[src/rtl/i2s_master_if.sv]
// I2S microphone pins plus the audio-sample FIFO write port of the capture master.
interface i2s_master_if #(
  parameter int DATA_WIDTH = 32
);
  logic                  i2s_bclk;
  logic                  i2s_lrcl;
  logic                  i2s_dout;
  logic [DATA_WIDTH-1:0] fifo_din;
  logic                  fifo_w_stb;
  logic                  fifo_full;

  modport master (
    output i2s_bclk, i2s_lrcl, fifo_din, fifo_w_stb,
    input  i2s_dout, fifo_full
  );

  modport slave (
    input  i2s_bclk, i2s_lrcl, fifo_din, fifo_w_stb,
    output i2s_dout, fifo_full
  );
endinterface

[src/rtl/i2s_master.sv]
// I2S receive master: generates bclk/lrcl, captures MSB-first PCM, writes sign-extended samples 1 clk after the last bit.
// No backpressure: a write meeting fifo_full is dropped. Define I2S_STEREO_EN to also capture the right slot.
module i2s_master #(
  parameter int DATA_WIDTH    = 32,
  parameter int PCM_PRECISION = 18,
  parameter int BCLK_DIV      = 16
) (
  input  logic          clk,
  input  logic          rst_n,
  i2s_master_if.master  bus
);
  localparam int DIV_W = (BCLK_DIV > 1) ? $clog2(BCLK_DIV) : 1;
  localparam int BIT_W = $clog2(2 * DATA_WIDTH);

  localparam logic [DIV_W-1:0] DIV_LAST  = DIV_W'(BCLK_DIV - 1);
  localparam logic [BIT_W-1:0] BIT_LAST  = BIT_W'(2 * DATA_WIDTH - 1);
  localparam logic [BIT_W-1:0] SLOT_LEN  = BIT_W'(DATA_WIDTH);
  localparam logic [BIT_W-1:0] PCM_LAST  = BIT_W'(PCM_PRECISION);

  logic [DIV_W-1:0]         div_cnt;
  logic [BIT_W-1:0]         bit_cnt;
  logic [PCM_PRECISION-1:0] shreg;
  logic                     bclk;
  logic                     lrcl;
  logic                     pend;
  logic [DATA_WIDTH-1:0]    din;
  logic                     w_stb;

  logic                     tick;
  logic                     rise;
  logic                     fall;
  logic                     in_right;
  logic                     slot_en;
  logic                     cap_en;
  logic [BIT_W-1:0]         slot_bit;
  logic [BIT_W-1:0]         bit_nxt;
  logic [PCM_PRECISION:0]   shift_nxt;

  assign tick      = (div_cnt == DIV_LAST);
  assign rise      = tick & ~bclk;
  assign fall      = tick &  bclk;
  assign in_right  = (bit_cnt >= SLOT_LEN);
  assign slot_bit  = in_right ? (bit_cnt - SLOT_LEN) : bit_cnt;
  assign bit_nxt   = (bit_cnt == BIT_LAST) ? '0 : (bit_cnt + BIT_W'(1));
  assign cap_en    = (slot_bit >= BIT_W'(1)) && (slot_bit <= PCM_LAST);
  // Concatenate then truncate so the shift also works for a 1-bit sample.
  assign shift_nxt = {shreg, bus.i2s_dout};

`ifdef I2S_STEREO_EN
  assign slot_en = 1'b1;
`else
  assign slot_en = ~in_right;
`endif

  always_ff @(posedge clk or negedge rst_n) begin
    if (!rst_n) begin
      div_cnt <= '0;
      bit_cnt <= '0;
      shreg   <= '0;
      bclk    <= 1'b0;
      lrcl    <= 1'b0;
      pend    <= 1'b0;
      din     <= '0;
      w_stb   <= 1'b0;
    end else begin
      w_stb <= 1'b0;

      if (tick) begin
        div_cnt <= '0;
        bclk    <= ~bclk;
      end else begin
        div_cnt <= div_cnt + DIV_W'(1);
      end

      if (fall) begin
        bit_cnt <= bit_nxt;
        lrcl    <= (bit_nxt >= SLOT_LEN);
      end

      if (rise && cap_en) begin
        shreg <= shift_nxt[PCM_PRECISION-1:0];
      end

      pend <= rise && (slot_bit == PCM_LAST) && slot_en;

      // din tracks every completed sample; only the strobe honours fifo_full.
      if (pend) begin
        din   <= {{(DATA_WIDTH-PCM_PRECISION){shreg[PCM_PRECISION-1]}}, shreg};
        w_stb <= ~bus.fifo_full;
      end
    end
  end

  assign bus.i2s_bclk   = bclk;
  assign bus.i2s_lrcl   = lrcl;
  assign bus.fifo_din   = din;
  assign bus.fifo_w_stb = w_stb;
endmodule

[src/flat_wrapper.sv]
// flat-port wrapper written by rule: the top's interface ports become plain ports
module i2s_master_flat 
#(
  parameter int DATA_WIDTH    = 32,
  parameter int PCM_PRECISION = 18,
  parameter int BCLK_DIV      = 16
)
  (clk, rst_n, bus_i2s_bclk, bus_i2s_lrcl, bus_fifo_din, bus_fifo_w_stb, bus_i2s_dout, bus_fifo_full);
  i2s_master_if #(.DATA_WIDTH(DATA_WIDTH)) bus_i ();
  input  logic clk;
  input  logic rst_n;
  output wire logic [$bits(bus_i.i2s_bclk)-1:0] bus_i2s_bclk;
  output wire logic [$bits(bus_i.i2s_lrcl)-1:0] bus_i2s_lrcl;
  output wire logic [$bits(bus_i.fifo_din)-1:0] bus_fifo_din;
  output wire logic [$bits(bus_i.fifo_w_stb)-1:0] bus_fifo_w_stb;
  input wire logic [$bits(bus_i.i2s_dout)-1:0] bus_i2s_dout;
  input wire logic [$bits(bus_i.fifo_full)-1:0] bus_fifo_full;
  assign bus_i2s_bclk = bus_i.i2s_bclk;
  assign bus_i2s_lrcl = bus_i.i2s_lrcl;
  assign bus_fifo_din = bus_i.fifo_din;
  assign bus_fifo_w_stb = bus_i.fifo_w_stb;
  assign bus_i.i2s_dout = bus_i2s_dout;
  assign bus_i.fifo_full = bus_fifo_full;
  i2s_master #(.DATA_WIDTH(DATA_WIDTH), .PCM_PRECISION(PCM_PRECISION), .BCLK_DIV(BCLK_DIV)) u_core (.clk(clk), .rst_n(rst_n), .bus(bus_i));
endmodule
[config.mk]
export PLATFORM = sky130hd
export DESIGN_NAME = i2s_master_flat
export DESIGN_NICKNAME = d
export VERILOG_FILES = /design/src/rtl/i2s_master_if.sv /design/src/rtl/i2s_master.sv /design/src/flat_wrapper.sv
export SDC_FILE = /design/constraint.sdc
export NUM_CORES = 1
export LEC_CHECK = 0
export ABC_AREA = 0
export ABC_CLOCK_PERIOD_IN_PS = 2000
export CORE_UTILIZATION = 47
export DETAILED_ROUTE_END_ITERATION = 8
export MAX_ROUTING_LAYER = met4
export PLACE_DENSITY_LB_ADDON = 0.08
export SYNTH_ARGS = -nofsm -noshare
export SYNTH_HDL_FRONTEND = slang
export SYNTH_SLANG_ARGS = --single-unit
export TNS_END_PERCENT = 1
[constraint.sdc]
create_clock -name clk -period 2 [get_ports clk]
set_clock_uncertainty 0.2 [all_clocks]
set_input_delay 0.5 -clock clk [delete_from_list [all_inputs] [get_ports clk]]
set_output_delay 0.5 -clock clk [all_outputs]
set_load 0.01 [all_outputs]
; ---- Word-level counts from Yosys, hierarchy flattened
; Index checks and enable logic that the tools add are counted.
[word_totals]
output_inout_bits = 35
ramBits = 0
n_memories = 0
latch_bits = 0
word_cells = 31
reg_bits = 50
rom_bits = 0
[classes]
bitwise = 5
muxes = 4
n_addsub = 3
shift = 0
n_mul = 0
n_lt_le_gt_ge = 4
reduce_logical = 4
n_eq_ne = 3
n_div = 0
[ops]
columns = operator, n
row1 = $ge A6 B6 Y1 const B, 2
row2 = $mux W6, 2
row3 = $add A6 B1 Y6 const B, 1
row4 = $eq A6 B5 Y1 const B, 1
row5 = $eq A6 B6 Y1 const B, 1
row6 = $ge A6 B1 Y1 const B, 1
row7 = $le A6 B5 Y1 const B, 1
row8 = $sub A6 B6 Y6 const B, 1
row9 = $add A4 B1 Y4 const B, 1
row10 = $eq A4 B4 Y1 const B, 1
row11 = $logic_and A1 B1 Y1, 4
row12 = $mux W4, 1
row13 = $not A1 Y1, 3
row14 = $and A1 B1 Y1, 2
row15 = $mux W1, 1

; ---- Depth between registers and ports, before layout
; Gate-level depths: netlist (run 1).
[depth]
depth_word = 5
ltp_mapped = 7
depth_no_buf = 6

; ---- Least setup slack after synthesis (run 1)
; No wires, ideal clock.
[synth_path]
path_type = flip-flop to flip-flop
from = reg u_core.bit_cnt[0]
to = reg u_core.shreg[10]
required_ns = 1.675
setup_ns = 0.125
path_stages_with_launch = 7
synth_period_minus_slack_ns = 1.945
setup_slack_ns = 0.055
arrival_ns = 1.620
path_cell_list = dfrtp_1 inv_1 ha_1 a31o_1 a21oi_4 buf_12 mux2_4
[synth_via]
elab_chain_cells = 5
[synth_lines]
columns = item, line
row1 = from (decl), i2s_master.sv:21  ; logic [BIT_W-1:0] bit_cnt;
row2 = from (signal assigned), i2s_master.sv:76  ; bit_cnt <= bit_nxt;
row3 = $sub A6 B6 Y6 or $ge A6 B6 Y1 (tied branches), "i2s_master.sv:43, i2s_master.sv:42"
row4 = $mux W6 (*), i2s_master.sv:43  ; assign slot_bit = in_right ? (bit_cnt - SLOT_LEN) : bit_cnt;
row5 = $ge A6 B1 Y1 or $le A6 B5 Y1 (tied branches), i2s_master.sv:45  ; assign cap_en = (slot_bit >= BIT_W'(1)) && (slot_bit <= PCM_LAST);
row6 = $logic_and A1 B1 Y1 (*), i2s_master.sv:45
row7 = $logic_and A1 B1 Y1 (*), i2s_master.sv:80  ; if (rise && cap_en) begin
row8 = to (signal assigned), i2s_master.sv:81  ; shreg <= shift_nxt[PCM_PRECISION-1:0];
row9 = to (decl), i2s_master.sv:22  ; logic [PCM_PRECISION-1:0] shreg;
; Mark *: on every way between the ends. The rest lies on a longest branch, timed or not.
; A chain may end at the register's enable or synchronous reset.

; ---- Worst setup path after layout (run 1)
[layout_path]
from = reg u_core.bclk, in the netlist u_core.bus.i2s_bclk
to = out bus_i2s_bclk
[layout_rtl]
columns = item, line
row1 = from (decl), i2s_master.sv:23  ; logic bclk;
row2 = from (signal assigned), i2s_master.sv:70  ; bclk <= ~bclk;
row3 = to (decl), flat_wrapper.sv:12  ; output wire logic [$bits(bus_i.i2s_bclk)-1:0] bus_i2s_bclk;
; No word-level cell between the ends.

==> reports/metrics.csv, run 1 <==
stage;metric;value;unit
cts;Worst-path clk slew;0.08;ns
cts;Clock Tree Root;clkbuf_8;
worst_setup_path;Stages on worst setup path;1;
grt;number of global-route vias before repair;1194;
logic_synthesis;Synth Area per Inst;13.92;sq um
worst_setup_path;endpoint class of the critical path;output port;
placed_design;RD Place Congestion;0.7816;
worst_setup_path;slowest CP cell;clkdlybuf4s50_1;
logic_synthesis;most instantiated cells after synthesis;dfrtp_1 (50), mux2_2 (26), buf_4 (14);
grt;first-pass GRT wire length;5775;um
worst_setup_path;FF-to-FF setup slack;0.06;ns
grt;largest net degree at the start of global routing;51;
sta;Hold Fails Final Rpt;0;
sta;max-slew violations;0;
sta;measured slew at the worst slew-check pin;0.4217;ns
cells_and_area;fin util;61.13;%
cells_and_area;Layout Cells excl Fill;246;
grt;initial antenna violation count;0;
cells_and_area;fin nets;203;
grt;GR Overflow Total;0;
placed_design;DPL Wire Length;2354;um
power_and_ir_drop;Pwr Density;593.2;nW/um^2
routing;DR vias;1250;
logic_synthesis;synth unique cells;31;
logic_synthesis;area leader, netlist;dfrtp_1;
logic_synthesis;Mapped Cells;156;
floorplan;row count;24;
routing;Avg WL per Cell;13.91;um
worst_setup_path;CP Class;flip-flop to output port;
floorplan;core area;4384;sq um
logic_synthesis;largest cells by area after synthesis;dfrtp_1 (58%), mux2_2 (13%), mux2_4 (6.9%), buf_4 (4.8%), ha_1 (2.9%);
power_and_ir_drop;Leakage Power;1.343;nW
placed_design;Post-DP Area;2540;sq um
cts;clk buf depth;2;
logic_synthesis;post-synthesis register bit count;50;
cts;clk sinks;50;
sta;final hold slack;0.3026;ns
power_and_ir_drop;Max VDD drop;0.3322;mV
cells_and_area;# diodes;0;
worst_setup_path;CP top delay family;buffers and inverters;
logic_synthesis;Seq/Total Area, Yosys;57.64;%
routing;Detail Route Antenna Nets;0;
logic_synthesis;Post-synth ARST share;100.0;%
cells_and_area;Filler cells;333;
sta;Max-slew headroom;71.78;%
routing;final wirelength;3421;um
worst_setup_path;Critical Path, Cell by Cell;clkdlybuf4s50_1;
worst_setup_path;CP required;1.30;ns
logic_synthesis;Synth Cell Area;2171;sq um
floorplan;Die Y;69.96;um
cts;TritonCTS buffer count;5;
worst_setup_path;Worst Path Buf+Inv;1;
logic_synthesis;most frequent cell after synthesis;dfrtp_1;
logic_synthesis;syn nets;165;
grt;GRT Util Overall;15.94;%
hold_path;Hold Crit Class;flip-flop to flip-flop;
cts;CTS tree;built;
worst_setup_path;r2r worst-path depth;7;
cells_and_area;post-route cell area;2680;sq um
placed_design;placed insts;234;
hold_path;hold path depth;1;
floorplan;Top Ports;39;
worst_setup_path;Worst Path Max Fanout;4;
cells_and_area;area delta synth->final;23.46;%
power_and_ir_drop;Design Power;0.001590;W
cts;clock network latency to the later pin of the worst-skew pair;0.30;ns
routing;DRC violations left;0;
floorplan;Initial Utilization;49.51;%
cts;H-tree depth;2;
sta;RSZ-0062 raised after global routing;yes;
flow_run;max cap viols;0;
placed_design;number of port buffers;38;
floorplan;Die X;69.96;um
outcome;status;finished clean;
logic_synthesis;Synthesis Warnings;0;
routing;via/cell ratio;5.081;
routing;TritonRoute pass-1 iters;4;
sta;crit share post-route;97.04;%
sta;Setup Viol. Count Final;0;
sta;minimum period implied by the final worst setup slack;1.941;ns
logic_synthesis;Post-synth EDFFs;0;
sta;Fmax;0.5153;GHz
cells_and_area;layout cells sized above 1;31.44;%
worst_setup_path;kind of start point of the critical path;flip-flop;
worst_setup_path;CP arrival;1.24;ns
floorplan;die area;4894;sq um
worst_setup_path;slowest stage delay, CP;0.55;ns
logic_synthesis;prevailing post-synth register cell;dfrtp_1;
routing;DRT iter0 DRCs;39;
logic_synthesis;Synth top area share;57.64;%
cell type report:
type                    count  area [sq um]  share of cell area [%]
clock buffers               6         72.57                   2.708
clock inverters             1         7.507                  0.2801
inverters                   5         18.77                  0.7003
multi-input cells          84         779.5                   29.08
flip-flops and latches     50          1252                   46.73
well taps                  52         65.06                   2.428
repair buffers             48         484.2                   18.07
power breakdown:
group          internal, W  total (W)  leakage (nW)  switching [W]
Sequential         0.00101    0.00101         0.680    0.000000709
Combinational    0.0000102  0.0000304         0.625      0.0000202
Clock             0.000240   0.000548        0.0373       0.000308
per-stage QoR:
step	setup TNS [ns]	setup WS (ns)
final	0	0.05922
after global routing	-0.1159	-0.01377
after CTS	0	0.01985
after detailed placement	0	0.03123
after global placement	0	0.1151
after floorplan	0	0.05533
path summary, 6_finish.rpt:
kind / end / from
max: bus_i2s_bclk / u_core.bus.i2s_bclk
min: u_core.div_cnt[0] / u_core.div_cnt[0]
max reg2reg: u_core.shreg[6] / u_core.bit_cnt[0]
min reg2reg: u_core.div_cnt[0] / u_core.div_cnt[0]
max in group asynchronous: u_core.bus.fifo_din[17] / rst_n
min in group asynchronous: u_core.bus.fifo_din[14] / rst_n
timing repair:
item                                   4_1_cts  5_1_grt
setup endpoints to repair                   15       18
pin swaps                                    0        3
endpoints found under the hold margin       50        0
gates cloned                                 0        2
buffers inserted                             0        2
resized for setup                           16        6
hold buffers                                 1        0
cell usage in the layout, fill, tap and decap left out, types with 2 or more instances in the layout:
master / Yosys / routed
inv_2: 0 / 3
dlygate4sd2_1: 0 / 15
buf_12: 1 / 2
clkdlybuf4s50_1: 0 / 22
xnor2_1: 3 / 3
dfrtp_1: 50 / 49
a31oi_1: 2 / 2
buf_4: 14 / 4
nor2_1: 3 / 3
buf_6: 0 / 2
mux2_4: 10 / 10
nand2_1: 9 / 9
inv_1: 5 / 2
mux2_2: 26 / 26
o21ai_0: 5 / 5
clkbuf_8: 0 / 5
ha_1: 5 / 4
nand3_1: 5 / 5
routing by layer:
metal  global-route usage, %  routed length [um]  vias up
met5                       -                   0        -
met4                   8.667                  80        0
met3                   4.040                 167        9
met2                   24.47                1615       37
met1                   19.36                1557      606
li1                        -                   -      598
logic make-up (layout without fill, tap and decap cells):
| logic type | count (synthesis) | count (layout) | synth area share (%) |
|---|---|---|---|
| multiplexers | 36 | 36 | 20.40 |
| adder cells (fa/ha/maj) | 5 | 5 | 2.882 |
| XOR/XNOR | 4 | 4 | 1.614 |
| buffers and inverters | 22 | 60 | 7.031 |
| AO/OA/AOI/OAI | 13 | 13 | 4.150 |
| AND/OR/NAND/NOR | 26 | 26 | 6.283 |
| flip-flops | 50 | 50 | 57.64 |
flip-flops by register name, summed over array words and instances, names as in the netlist:
name / cells
u_core.shreg: 18
u_core.bus.fifo_din: 18
u_core.bus.i2s_bclk: 1
u_core.pend: 1
u_core.bit_cnt: 6
u_core.bus.fifo_w_stb: 1
u_core.bus.i2s_lrcl: 1
u_core.div_cnt: 4
worst register-to-register path, stage by stage, from the launching register on:
cell     delay (ns)
dfrtp_1        0.43
buf_6          0.13
ha_4           0.11
inv_2          0.02
a31o_1         0.22
a21oi_4        0.23
buf_12         0.17
mux2_2         0.33
(Power assumes the default switching activity.)
==> inputs of run 2 (changes only) <==
CORE_UTILIZATION = 49   (was 47)
CTS_BUF_LIST = sky130_fd_sc_hd__clkbuf_4 sky130_fd_sc_hd__clkbuf_8   (was not set)
==> run 2 against run 1 <==
Combinational power up 4%. Die area shrank 4.0%. Via count grew 2.4%. Core utilization increased by 3.6 points. Global-route usage rose by 1.6 points. First-iteration DRC count is 10% higher. Critical path type unchanged. Critical endpoint unchanged.
==> reports/metrics.csv, run 2 (synthesis results as in run 1) <==
stage;metric;value;unit;change
outcome;status;finished clean;;unchanged
cts;Worst-path clk slew;0.09;ns;was 0.08 ns
grt;first-pass GRT wire length;5623;um;was 5775 um
placed_design;RD Place Congestion;0.7384;;was 0.7816
power_and_ir_drop;Leakage Power;1.345;nW;was 1.343 nW
floorplan;Die Y;68.56;um;was 69.96 um
worst_setup_path;CP arrival;1.25;ns;was 1.24 ns
cells_and_area;commonest non-fill, non-tap cell in the layout;dfrtp_1;;unchanged
cts;clock network latency to the later pin of the worst-skew pair;0.30;ns;about the same
placed_design;number of port buffers;38;;unchanged
power_and_ir_drop;Design Power;0.001647;W;was 0.001590 W
floorplan;Top Ports;39;;unchanged
cells_and_area;most frequent cells in the layout;dfrtp_1 (49), mux2_2 (26), clkdlybuf4s50_1 (22);;unchanged
flow_run;max cap viols;0;;unchanged
floorplan;row count;23;;was 24
power_and_ir_drop;Int Pwr;0.001300;W;was 0.001261 W
placed_design;Post-DP Area;2545;sq um;was 2540 sq um
cts;clk buf depth;2;;unchanged
floorplan;Initial Utilization;52.75;%;was 49.51%
worst_setup_path;slowest CP cell;clkdlybuf4s50_1;;unchanged
grt;number of global-route vias before repair;1219;;was 1194
power_and_ir_drop;Max VDD drop;0.3595;mV;was 0.3322 mV
sta;max-slew violations;0;;unchanged
worst_setup_path;CP top delay family;buffers and inverters;;unchanged
power_and_ir_drop;Flop pwr share;61.4;%;was 63.6%
routing;Metal-1 WL;1534;um;was 1557 um
worst_setup_path;CP Class;flip-flop to output port;;unchanged
worst_setup_path;Worst Path Max Fanout;3;;was 4
routing;Detail Route Antenna Nets;0;;unchanged
worst_setup_path;endpoint class of the critical path;output port;;unchanged
routing;DR top layer;met4;;unchanged
sta;RSZ-0062 raised after global routing;no;;was yes
routing;Met2 Wirelength;1638;um;was 1615 um
sta;Hold Fails Final Rpt;0;;unchanged
sta;minimum period implied by the final worst setup slack;1.947;ns;was 1.941 ns
grt;initial antenna violation count;0;;unchanged
power_and_ir_drop;Pwr Density;618.5;nW/um^2;was 593.2 nW/um^2
worst_setup_path;Worst Path Buf+Inv;1;;unchanged
worst_setup_path;CP required;1.30;ns;about the same
cells_and_area;area delta synth->final;22.65;%;was 23.46%
cts;clk sinks;50;;unchanged
grt;largest net degree at the start of global routing;23;;was 51
sta;crit share post-route;97.35;%;was 97.04%
sta;measured slew at the worst slew-check pin;0.4978;ns;was 0.4217 ns
cells_and_area;fin nets;203;;unchanged
worst_setup_path;kind of start point of the critical path;flip-flop;;unchanged
routing;TritonRoute pass-1 iters;4;;unchanged
power_and_ir_drop;sw frac;21.03;%;was 20.69%
worst_setup_path;slowest stage delay, CP;0.55;ns;about the same
routing;routed length on met3;163;um;was 167 um
floorplan;core area;4115;sq um;was 4384 sq um
sta;TNS Setup;0;ns;unchanged
floorplan;Die X;68.56;um;was 69.96 um
routing;via/cell ratio;5.224;;was 5.081
cts;CTS tree;built;;unchanged
sta;Max-slew headroom;66.82;%;was 71.78%
routing;DRT iter0 DRCs;43;;was 39
hold_path;Hold Crit Class;flip-flop to flip-flop;;unchanged
cts;TritonCTS buffer count;5;;unchanged
power_and_ir_drop;switching power;0.0003463;W;was 0.0003289 W
routing;DR vias;1280;;was 1250
power_and_ir_drop;Logic pwr share;1.9;%;about the same
cts;H-tree depth;2;;unchanged
routing;DRC violations left;0;;unchanged
worst_setup_path;Critical Path, Cell by Cell;clkdlybuf4s50_1;;unchanged
grt;GR Overflow Total;0;;unchanged
cells_and_area;# diodes;0;;unchanged
floorplan;die area;4700;sq um;was 4894 sq um
placed_design;DPL Wire Length;2348;um;was 2354 um
sta;Fmax;0.5136;GHz;was 0.5153 GHz
grt;GRT Util Overall;17.57;%;was 15.94%
sta;Setup Viol. Count Final;0;;unchanged
cells_and_area;layout cells sized above 1;31.79;%;was 31.44%
power_and_ir_drop;clock network fraction of design power;36.7;%;was 34.5%
cells_and_area;post-route cell area;2663;sq um;was 2680 sq um
routing;final wirelength;3383;um;was 3421 um
cts;Clock Tree Root;clkbuf_8;;unchanged
routing;Avg WL per Cell;13.81;um;was 13.91 um
## run 2: cell types whose count changed in the layout (fill, tap and decap cells not counted), sizes merged
cell | before | now
buf | 9 | 10
clkbuf | 7 | 6
clkinv | 0 | 1
## run 2: metal layers
| metal | vias to the layer above | GRT usage, % |
|---|---|---|
| met5 | - | - |
| met4 | 0 | 6.250 |
| met3 | 5 | 6.086 |
| met2 | 34 | 27.94 |
| met1 | 640 | 20.67 |
| li1 | 601 | - |
## run 2: worst paths after layout
check                      slack (ns)                 from                endpoint  cells after the start
max                              0.05  u_core.bus.i2s_bclk            bus_i2s_bclk                      1
min                              0.30  u_core.bus.i2s_lrcl     u_core.bus.i2s_lrcl                      2
max reg2reg                      0.08    u_core.bit_cnt[0]        u_core.shreg[17]                      6
min reg2reg                      0.30  u_core.bus.i2s_lrcl     u_core.bus.i2s_lrcl                      2
max in group asynchronous        0.60                rst_n       u_core.bit_cnt[3]                      3
min in group asynchronous        0.49                rst_n  u_core.bus.fifo_din[3]                      2
## run 2: repair_timing
action                     4_1_cts  5_1_grt
setup buffers                    0        3
gates resized for setup         16        3
hold buffers                     1        0
hold endpoints to repair        20        0
pin swaps                        0        0
setup endpoints to repair       15       12
## run 2: cell type report
| class | count | area [sq um] |
|---|---|---|
| sequential | 50 | 1252 |
| timing repair buffer | 48 | 459.2 |
| tap | 50 | 62.56 |
| clock inverter | 2 | 12.51 |
| clock buffer | 6 | 82.58 |
| inverter | 5 | 18.77 |
| multi-input combinational | 84 | 774.5 |
| fill | 319 | 1453 |
## run 2: metrics by stage
stage	setup slack [ns]	cells	hold WS (ns)	util [%]
finish	0.05291	245	0.3022	64.70
global route	0.001966	245	0.3330	64.70
CTS	0.01296	242	0.3078	63.97
detailed placement	0.02609	233	0.2790	61.84
global placement	0.1134	233	0.2629	61.84
floorplan	0.05533	156	0.004409	-
## run 2: power groups by stage
stage / Clock [W] / Combinational (W) / Sequential (W)
4_1_cts: 0.000621 / 0.0000332 / 0.00101
5_1_grt: 0.000670 / 0.0000366 / 0.00101
6_report: 0.000604 / 0.0000316 / 0.00101
3_3_place_gp: 0 / 0.0000311 / 0.00103
2_1_floorplan: 0 / 0.000000927 / 0.00103
3_5_place_dp: 0 / 0.0000316 / 0.00103
==> RTL edit, RTL diff (settings of run 1) <==
Add a define of `I2S_STEREO_EN`.
--- a/src/rtl/i2s_master.sv
+++ b/src/rtl/i2s_master.sv
@@ -1,4 +1,6 @@
 // I2S receive master: generates bclk/lrcl, captures MSB-first PCM, writes sign-extended samples 1 clk after the last bit.
 // No backpressure: a write meeting fifo_full is dropped. Define I2S_STEREO_EN to also capture the right slot.
+`define I2S_STEREO_EN
+
 module i2s_master #(
   parameter int DATA_WIDTH    = 32,
Behaviour: no difference found for any inputs over 10 cycles, from zero or initial values and one cycle with rst_n low; that may be too few to reach the edited logic, so the function may still have changed.
==> RTL edit against run 1 <==
  * Global-route usage decreased by 0.38 points
  * Via count increased by 0.16%
  * Sequential cell count unchanged
  * Die area fell by 0.11%
  * Worst setup slack better by 0.012 ns
  * Routed wire length is 2.5% lower
  * Area after synthesis shrank 0.12%
  * Sequential power hardly changed
  * Power decreased by 0.90%
  * Clock power down 3%
  * Count of clock-buffer cells in the layout grew 1
  * Design area decreased by 1.3%
  * Sequential share of layout area grew 0.60 points
  * Critical endpoint is now u_core.shreg[8]
  * Highest routed layer unchanged
==> RTL edit: results (changes against run 1) <==
Status: complete, no violations
Critical Path Slowest Stage Cell: dfrtp_1
CP Capture Point: u_core.shreg[8]
WS Path Type: reg2reg
RePlAce Congestion: 0.804 (+2.8%)
Leak: 1.33 nW (-0.96%)
First DRT Iteration DRCs: 111 (+180%)
Per-cell routed wire length: 13.7 um (-1.7%)
Worst reg2reg path depth: 6 (-1)
Wire length on met3: 175 um (+4.8%)
Synth top area cells: dfrtp_1, mux2_2, mux2_4, buf_4, ha_1
All-layer global routing usage: 15.6% (-0.38 points)
Max clock buf depth: 2 (unchanged)
Share of post-route cells with drive strength above 1: 30.2% (-1.2 points)
Delay of the slowest cell on the worst path: 0.41 ns (-0.14 ns)
WL met2: 1540 um (-4.4%)
Worst reg2reg setup slack: 0.07 ns
Vias in the first global route: 1210 (+1.3%)
Final WL: 3340 um (-2.5%)
First-pass GRT wire length: 5690 um (-1.6%)
Nets: 201 (-0.99%)
Worst slew pin tran: 0.448 ns (+0.0264 ns)
FF-to-FF Start: u_core.bit_cnt[0]
Commonest cells post-synth: dfrtp_1, mux2_2, buf_4
Setup Slack @ Placement: 0.0492 ns (+0.0180 ns)
Netlist cell types: 30 (-3.2%)
Syn_area_per_cell: 13.9 um^2 (-0.12%)
Via/cell ratio: 5.13 (+0.98%)
Worst Path Arrival: 1.91 ns (+0.67 ns)
Met1 WL: 1570 um (+0.51%)
Post-synthesis sequential area ratio: 57.7% (+0.067 points)
CP max FO: 9 (+5)
FFs w/ async S/R, synth: 100% (unchanged)
Max rail drop VDD: 251 uV (-24%)
## RTL edit: changes by cell type in the layout (fill, tap and decap cells not counted), sizes merged
| cell | change |
|---|---|
| nor2 | -1 |
| buf | -2 |
| clkbuf | +1 |
| nand4b | -1 |
| nor4 | +1 |
| nand2 | +1 |
| clkinvlp | -1 |
## RTL edit: final cells by class
class / instances / area (um^2)
sequential: 50 / 1250
timing repair buffer: 46 / 462
fill: 346 / 1740
inverter: 5 / 18.8
clock buffer: 7 / 76.3
multi-input combinational: 84 / 772
tap: 52 / 65.1
## RTL edit: cell families after synthesis
logic type	synth area share [%]
flip-flops	57.7
multiplexers	20.4
AND/OR/NAND/NOR	6.17
buffers and inverters	7.04
AO/OA/AOI/OAI	4.15
adder cells (fa/ha/maj)	2.89
XOR/XNOR	1.62
## RTL edit: worst min-delay path by stage
| stage | slack, ns | end | start | cells after the start |
|---|---|---|---|---|
| 6_report | 0.29 | u_core.bus.i2s_lrcl | u_core.bus.i2s_lrcl | 2 |
| 5_1_grt | 0.33 | u_core.bus.fifo_din[11] | u_core.bus.fifo_din[11] | 1 |
| 4_1_cts | 0.29 | u_core.bus.i2s_lrcl | u_core.bus.i2s_lrcl | 2 |
| 3_5_place_dp | 0.27 | u_core.bus.i2s_lrcl | u_core.bus.i2s_lrcl | 2 |
| 3_3_place_gp | 0.26 | u_core.div_cnt[0] | u_core.div_cnt[0] | 1 |
| 2_1_floorplan | 0.004 | u_core.bit_cnt[0] | rst_n | 0 |
## RTL edit: layer usage
layer  vias up  track usage, %
met4         0            6.67
li1        595               -
met2        37            23.6
met3         5            4.47
met5         -               -
met1       615            19.6
## RTL edit: power breakdown
group	total (mW)	switching, mW	internal, mW	leakage [nW]
Combinational	0.0301	0.0199	0.0102	0.611
Sequential	1.01	0.000680	1.01	0.680
Clock	0.534	0.293	0.241	0.0383
## RTL edit: timing repair
| item | in CTS | in global routing |
|---|---|---|
| gates cloned | 0 | 1 |
| buffers inserted | 0 | 1 |
| gates resized for setup | 16 | 4 |
| setup endpoints to repair | 15 | 18 |
| pin swaps | 0 | 1 |
| hold endpoints to repair | 50 | 0 |
| hold buffers | 1 | 0 |
## RTL edit: stage by stage
step	power, mW	instance area [um^2]	setup TNS, ns
final	1.58	2650	0
after detailed placement	1.06	2540	0
after floorplan	1.03	2170	0
after global routing	1.65	2650	-0.00165
after global placement	1.06	2540	0
after CTS	1.61	2610	0
## RTL edit: critical path, delay by kind of cell (launching register included)
family | cells | cell delay [ns]
AO/OA/AOI/OAI | 2 | 0.44
flip-flops | 1 | 0.41
adder cells (fa/ha/maj) | 1 | 0.20
multiplexers | 1 | 0.30
buffers and inverters | 2 | 0.27
